`config.mk`:
```
export PLATFORM = sky130hd
export DESIGN_NAME = gray_ptr_sync
export DESIGN_NICKNAME = d
export VERILOG_FILES = /design/src/rtl/fifo_sync_pkg.sv /design/src/rtl/gray_ptr_sync_chain.sv /design/src/rtl/gray_ptr_sync.sv
export SDC_FILE = /design/constraint.sdc
export NUM_CORES = 1
export LEC_CHECK = 0
export ABC_AREA = 1
export CORE_MARGIN = 2
export CORE_UTILIZATION = 44
export CTS_BUF_LIST = sky130_fd_sc_hd__clkbuf_8
export DETAILED_ROUTE_END_ITERATION = 6
export GPL_TIMING_DRIVEN = 0
export PLACE_DENSITY = 0.84
export RECOVER_POWER = 50
export SLEW_MARGIN = 0
export SYNTH_ARGS = -nofsm -noshare
export SYNTH_HDL_FRONTEND = slang
export SYNTH_SLANG_ARGS = --single-unit
```
`constraint.sdc`:
```
create_clock -name clk -period 1.03 [get_ports clk]
set_clock_uncertainty 0.05 [all_clocks]
set_input_delay 0.103 -clock clk [delete_from_list [all_inputs] [get_ports clk]]
set_output_delay 0.103 -clock clk [all_outputs]
set_load 0.02 [all_outputs]
```
`src/rtl/fifo_sync_pkg.sv`:
```
// Shared helpers for the async-FIFO pointer synchronisers: Gray/binary conversion,
// popcount and the legal synchroniser depth range.
package fifo_sync_pkg;

    localparam int SYNC_STAGES_MIN = 2;
    localparam int SYNC_STAGES_MAX = 4;

    // Helpers work on a fixed wide word; callers zero-extend and truncate to W bits.
    localparam int PTR_MAX_W = 32;

    typedef logic [PTR_MAX_W-1:0] ptr_word_t;

    function automatic ptr_word_t gray2bin(input ptr_word_t g);
        ptr_word_t b;
        b[PTR_MAX_W-1] = g[PTR_MAX_W-1];
        for (int i = PTR_MAX_W - 2; i >= 0; i--) begin
            b[i] = b[i+1] ^ g[i];
        end
        return b;
    endfunction

    function automatic ptr_word_t bin2gray(input ptr_word_t b);
        return b ^ (b >> 1);
    endfunction

    function automatic logic [5:0] popcount(input ptr_word_t v);
        logic [5:0] c;
        c = '0;
        for (int i = 0; i < PTR_MAX_W; i++) begin
            c = c + 6'(v[i]);
        end
        return c;
    endfunction

endpackage

```
`src/rtl/gray_ptr_sync_chain.sv`:
```
// Bare multi-flop synchroniser chain (module sync_chain); kept separate so the
// synchroniser timing constraints can target it alone.
module sync_chain #(
    parameter int WIDTH  = 5,
    parameter int STAGES = 2
) (
    input  logic             clk,
    input  logic             rst_n,
    input  logic [WIDTH-1:0] d,
    output logic [WIDTH-1:0] q
);

    logic [WIDTH-1:0] s_q [STAGES];
    logic [WIDTH-1:0] s_d [STAGES];

    always_comb begin
        s_d[0] = d;
        for (int k = 1; k < STAGES; k++) begin
            s_d[k] = s_q[k-1];
        end
    end

    always_ff @(posedge clk or negedge rst_n) begin
        if (!rst_n) begin
            for (int k = 0; k < STAGES; k++) begin
                s_q[k] <= '0;
            end
        end else begin
            for (int k = 0; k < STAGES; k++) begin
                s_q[k] <= s_d[k];
            end
        end
    end

    assign q = s_q[STAGES-1];

endmodule

```
`src/rtl/gray_ptr_sync.sv`:
```
// Gray pointer synchroniser with registered binary decode, change pulse, stable flag
// and optional multi-bit-step error check (enabled by GRAY_PTR_SYNC_CHECK_EN).
module gray_ptr_sync
    import fifo_sync_pkg::*;
#(
    parameter int ADDR_WIDTH    = 4,
    parameter int SYNC_STAGES   = 2,
    parameter int STABLE_CYCLES = 3,
    localparam int W            = ADDR_WIDTH + 1
) (
    input  logic         clk,
    input  logic         rst_n,
    input  logic [W-1:0] d_in,
    output logic [W-1:0] d_out_gray,
    output logic [W-1:0] d_out_bin,
    output logic         changed,
    output logic         stable,
    input  logic         err_clr,
    output logic         err_multibit
);

    localparam int CNT_W = $clog2(STABLE_CYCLES + 1);
    localparam logic [CNT_W-1:0] CNT_MAX = CNT_W'(STABLE_CYCLES);

    if (SYNC_STAGES < SYNC_STAGES_MIN || SYNC_STAGES > SYNC_STAGES_MAX) begin : g_bad_stages
        $error("gray_ptr_sync: SYNC_STAGES out of range 2..4");
    end
    if (STABLE_CYCLES < 1) begin : g_bad_stable
        $error("gray_ptr_sync: STABLE_CYCLES must be >= 1");
    end
    if (W > PTR_MAX_W) begin : g_bad_width
        $error("gray_ptr_sync: pointer width exceeds helper word width");
    end

    logic [W-1:0]     gray_s;
    logic [W-1:0]     prev_q, prev_d;
    logic [W-1:0]     bin_q, bin_d;
    logic             changed_q, changed_d;
    logic [CNT_W-1:0] cnt_q, cnt_d;

    sync_chain #(
        .WIDTH  (W),
        .STAGES (SYNC_STAGES)
    ) u_chain (
        .clk   (clk),
        .rst_n (rst_n),
        .d     (d_in),
        .q     (gray_s)
    );

    always_comb begin
        prev_d    = gray_s;
        bin_d     = W'(gray2bin(PTR_MAX_W'(gray_s)));
        changed_d = (gray_s != prev_q);
        cnt_d     = cnt_q;
        if (changed_d) begin
            cnt_d = '0;
        end else if (cnt_q != CNT_MAX) begin
            cnt_d = cnt_q + CNT_W'(1);
        end
    end

    always_ff @(posedge clk or negedge rst_n) begin
        if (!rst_n) begin
            prev_q    <= '0;
            bin_q     <= '0;
            changed_q <= 1'b0;
            cnt_q     <= '0;
        end else begin
            prev_q    <= prev_d;
            bin_q     <= bin_d;
            changed_q <= changed_d;
            cnt_q     <= cnt_d;
        end
    end

    assign d_out_gray = gray_s;
    assign d_out_bin  = bin_q;
    assign changed    = changed_q;
    assign stable     = (cnt_q == CNT_MAX);

`ifdef GRAY_PTR_SYNC_CHECK_EN
    logic err_q, err_d;

    // A new error in the same cycle as err_clr takes priority.
    always_comb begin
        err_d = err_q;
        if (err_clr) begin
            err_d = 1'b0;
        end
        if (popcount(PTR_MAX_W'(gray_s ^ prev_q)) > 6'd1) begin
            err_d = 1'b1;
        end
    end

    always_ff @(posedge clk or negedge rst_n) begin
        if (!rst_n) begin
            err_q <= 1'b0;
        end else begin
            err_q <= err_d;
        end
    end

    assign err_multibit = err_q;
`else
    logic unused_err_clr;
    assign unused_err_clr = err_clr;
    assign err_multibit   = 1'b0;
`endif

endmodule

```
==> run metrics <==
Final Hold Fails=22; TritonCTS buffer count=3; mean area per synthesized cell=around 13 sq um; post-route setup slack=-0.1017 ns; Starting Density=a little under half; Synth Instances=between 60 and 70; Slew Viols, Final=0; die area=2196 sq um; share of the synthesized area in the top cell type=68.11%; placed cell count=105; setup_tns=-0.6062 ns; Worst-path clk slew=0.08 ns; Worst Path Arrival=roughly 0.98 ns; Root Driver=clkbuf_8; most common cell after layout, fill and taps aside=dfrtp_1; area leader, netlist=dfrtp_1; Via density=4.546; CP endpoint kind=output pin; total wire length=1410 microns; first-pass GRT wire length=2221 microns; Synth Warn #=0; Post-Layout Cell Count=roughly 120; CP required=0.88 ns; Longest Clk Path Bufs=2; synth unique cells=14; syn_nets=71; fmax=883.6 MHz; Residual DRC=0; Seq/Total Area, Yosys=about two thirds; nets@finish=104; hold buffers post-CTS=0; number of global-route vias before repair=507; total global routing overflow=0; Slew HR=between 20 and 25%; R2R setup slack=-0.10 ns; routed len/inst=11.85 microns; MaxCap Viol Count=0; maximum VDD drop=871.7 uV; P_leak=0.5722 nW; # H-tree levels=1; core area=1727 sq um; failing checks=hold timing, setup timing; Setup violations, final=9; clock tree from TritonCTS=built; #FFs+latches synth=22; Routability Congestion=0.6517; Worst R2R Path Depth=7; Pre-antenna DRT Iters=4; Die Span Y=46.86 microns; I/O Buffers=18; total vias in the final route=541; DP HPWL=937.2 microns; startpoint class of the critical path=register; Worst R2R Start=u_chain.q[4]; power per standard cell area=1544 nW/um^2; most frequent cells in the layout=dfrtp_1 (18), buf_6 (9), buf_4 (9); P&R area growth vs syn=43.81%; CP Class=reg2out; Mapped Area=808.3 sq um; pre-CTS setup slack=-0.3837 ns; layout cell share with drive strength beyond 1=50.00%; CTS Sinks=22; Clk Latency, worst-skew pair=around 0.26 ns; Slew @ Worst Pin=1.132 ns; final hold slack=-0.01406 ns; Global Route Usage Sum=between 10% and 20%; status=finished with violations; 1st-iter DRT viols=3; largest cells by area after synthesis=dfrtp_1 (68%), nand3_2 (7.4%), xor2_1 (5.4%); IO Count=21; die width=46.86 microns; crit-path max FO=2; n_diodes=0; HP Class=in2async; Tmin final=around 1.1 ns; unrepaired setup endpoints after global routing=yes; DRT antenna net count=0; RR Endpoint=d_out_bin[0]; initial antenna violation count=0; largest net degree at the start of global routing=23; fin crit share=109.9%; row cnt=15
per-stage QoR:
stage	cell area, sq um	util [%]	power [mW]
after floorplan	820.8	-	1.075
after global placement	1032	59.78	1.179
after detailed placement	1032	59.78	1.190
after CTS	1150	66.59	1.803
after global routing	1162	67.32	1.857
final	1162	67.32	1.795
per-layer routing:
metal  GRT usage, %  wire length, microns  vias up
met5              0                     0        -
met4          8.333                    29        0
met3          1.154                    78        4
met2          27.12                   772       19
met1          16.50                   529      265
li1               -                     -      253
sequential cells by signal, summed over array words and instances, names as in the netlist:
register / count
d_out_bin: 5
u_chain.q: 5
u_chain.s_d: 5
prev_q: 4
cnt_q: 2
changed: 1
final cells by class:
class	count	area, sq um
plain buffers	3	26.28
clock buffers	4	55.05
fillers	135	564.3
inverters	5	21.27
multi-input cells	32	236.5
flip-flops and latches	22	555.5
well taps	25	31.28
repair buffers	28	236.5
power breakdown:
part,switching [mW],total [mW],internal (mW)
clock,0.271,0.611,0.340
sequential,0.0273,0.940,0.912
combinational,0.134,0.244,0.110
total,0.432,1.79,1.36
repair_timing:
action                     4_1_cts  5_1_grt
buffers inserted                 7        3
pin swaps                        4        1
setup endpoints to repair       38       14
resized for setup               62        6
cells in the mapped netlist, drive strengths merged:
library cell  instances
buf                   3
conb                  1
dfrtp                22
ha                    1
inv                   5
mux2i                 1
nand2                 8
nand3                11
nor2                  4
xnor2                 1
xor2                  5
critical path, stage by stage, from the launching register on:
cell     delay, ns
dfrtp_1       0.40
ha_2          0.20
buf_6         0.13
logic make-up after synthesis:
family | count (synthesis) | share of synthesized area [%]
and+or+nand+nor | 23 | 17.03
adders and majority gates | 1 | 1.548
DFF | 22 | 68.11
muxes | 1 | 1.238
other | 1 | 0.4640
xor gates and xnor gates | 6 | 6.501
buffers and inverters | 8 | 5.108
worst max-delay path by stage:
stage	start	to	slack [ns]	cells after the start
2_1_floorplan	u_chain.q[3]	d_out_bin[0]	-0.01	6
3_3_place_gp	rst_n	u_chain.q[0]	-0.33	1
3_5_place_dp	rst_n	u_chain.q[3]	-0.38	1
4_1_cts	cnt_q[0]	stable	-0.1	2
5_1_grt	u_chain.q[4]	cnt_q[0]	-0.17	5
6_report	cnt_q[1]	stable	-0.10	2
Note: power is estimated with default switching activity, not from simulation.
==> patch: new RTL, config.mk and constraints unchanged <==
`ADDR_WIDTH`: 4 -> 3.
--- a/src/rtl/gray_ptr_sync.sv
+++ b/src/rtl/gray_ptr_sync.sv
@@ -3,7 +3,7 @@
 module gray_ptr_sync
     import fifo_sync_pkg::*;
 #(
-    parameter int ADDR_WIDTH    = 4,
+    parameter int ADDR_WIDTH    = 3,
     parameter int SYNC_STAGES   = 2,
     parameter int STABLE_CYCLES = 3,
     localparam int W            = ADDR_WIDTH + 1
Interface: changed (resized d_in, d_out_bin and d_out_gray); port bits go from 21 to 18. The function was not compared with the original's and may differ.
==> patch against the original RTL <==
- the run still ends with negative hold slack, negative setup slack left
- routed wire length down 21%
- area after synthesis down 18%
- total power down 15%
- sequential cell count decreased by 4
- cell area fell by 17%
- largest power group unchanged
- largest cell class unchanged
- via count fell by 12%
- worst setup slack better by 0.036 ns
- highest routed layer is now met3
==> patch: results (changes against the original RTL) <==
Global route:
- The via count of the first global-routing pass is 455 (was 507).
- The aggregate global-route resource usage is 13.8% (was 14.7%).
- The pin count of the biggest net entering global routing was 19 (was 23).

STA:
- The tightest slew margin relative to the limit came to 41.5% (was 24.5%).
- The number of endpoints failing setup at the final stage is 6 (was 9).
- The final hold slack is -0.0999 ns (was -0.0141 ns).
- The setup slack of the critical path after layout is -0.0656 ns (was -0.102 ns).
- The final number of hold-violating endpoints was 18 (was 22).

Layout:
- The net count reported at finish came to 97 (was 104).
- The fraction of final layout cells with drive strength greater than 1 came to 51.1% (was 50.0%).
- The number of standard cells in the final layout excluding fillers is 103 (was 119).

Outcome:
- Failing checks: negative hold slack, negative setup slack (unchanged).
- Outcome: finished with violations (unchanged).

Placement:
- The routability congestion estimate was 0.667 (was 0.652).
- The sum of net half-perimeters after detailed placement came to 736 microns (was 937 microns).
- The worst slack at placement is -0.285 ns (was -0.384 ns).
- The number of I/O port buffers is 15 (was 18).
- The instance count after placement with tap cells included is 91 (was 105).

Synthesis:
- The mean instance size in the synthesized netlist came to 10.8 sq um (was 13.0 sq um).
- Synth top cells by count: sky130_fd_sc_hd__dfrtp_1 (18), sky130_fd_sc_hd__nand2_1 (18), sky130_fd_sc_hd__inv_1 (5) (was sky130_fd_sc_hd__dfrtp_1 (22), sky130_fd_sc_hd__nand3_2 (6), sky130_fd_sc_hd__nand2_1 (5), sky130_fd_sc_hd__nand3_1 (5), sky130_fd_sc_hd__xor2_1 (5)).
- Main area contributors after synthesis: sky130_fd_sc_hd__dfrtp_1 (68%), sky130_fd_sc_hd__nand2_1 (10%), sky130_fd_sc_hd__buf_4 (3.4%) (was sky130_fd_sc_hd__dfrtp_1 (68%), sky130_fd_sc_hd__nand3_2 (7.4%), sky130_fd_sc_hd__xor2_1 (5.4%)).

Pwr:
- The switching share of power is 22.7% (was 24.1%).

Worst setup path:
- The worst path arrival time is 0.94 ns (was 0.98 ns).
- The reg-to-reg startpoint is cnt_q[0] (was u_chain.q[4]).

Routing:
- The final routed wirelength across all metal layers is 1.12 mm (was 1.41 mm).
- The DRC violation total after the first TritonRoute iteration is 2 (was 3).
-- patch: power by group through the flow --
stage	Combinational (uW)	Sequential [uW]	Clock (uW)
2_1_floorplan	66.6	806	0
3_3_place_gp	174	781	0
4_1_cts	204	768	565
5_1_grt	221	772	603
3_5_place_dp	179	785	0
6_report	204	768	551
-- patch: metrics by stage --
| stage | TNS [ns] | power [uW] |
|---|---|---|
| after floorplan | 0 | 872 |
| after global placement | -2.79 | 955 |
| after detailed placement | -3.29 | 964 |
| after CTS | -0.213 | 1540 |
| after global routing | -0.534 | 1600 |
| final | -0.239 | 1520 |
-- patch: cell type report --
| type | instances | area [sq um] |
|---|---|---|
| flip-flops and latches | 18 | 453 |
| fillers | 93 | 380 |
| multi-input cells | 32 | 191 |
| repair buffers | 23 | 189 |
| clock buffers | 4 | 55.1 |
| inverters | 8 | 32.5 |
| plain buffers | 3 | 30.0 |
| well taps | 15 | 18.8 |
-- patch: cell families after synthesis --
kind of cell | after synthesis
adders and majority gates | 1
muxes | 1
and+or+nand+nor | 28
DFF | 18
buffers and inverters | 11
xor gates and xnor gates | 1
other | 1
-- patch: repair_timing --
item / 4_1_cts / 5_1_grt
pin swaps: 1 / 6
endpoints found under the hold margin: 0 / 18
gates resized for setup: 52 / 11
endpoints found under the setup margin: 11 / 13
setup buffers: 6 / 2
-- patch: critical path, stage by stage (launching register included) --
cell	delay, ns
sky130_fd_sc_hd__dfrtp_1	0.38
sky130_fd_sc_hd__ha_2	0.19
sky130_fd_sc_hd__buf_6	0.13
-- patch: final timing paths --
| check | to | slack, ns | depth (start not counted) |
|---|---|---|---|
| max in group asynchronous | u_chain.q[2] | 0.43 | 1 |
| min in group clk | u_chain.q[0] | 0.30 | 0 |
| hold / removal | d_out_bin[2] | -0.1 | 1 |
| setup / recovery | stable | -0.07 | 2 |
| hold reg to reg | u_chain.q[0] | 0.30 | 0 |
| setup reg to reg | cnt_q[1] | -0.06 | 4 |
-- patch: per-layer routing --
layer | part of all wire (%) | up-vias | track usage, %
li1 | - | 232 | -
met1 | 35 | 230 | 13.9
met5 | 0 | - | 0
met4 | 0 | 0 | 5.63
met2 | 59 | 13 | 25.8
met3 | 5.7 | 0 | 4.26
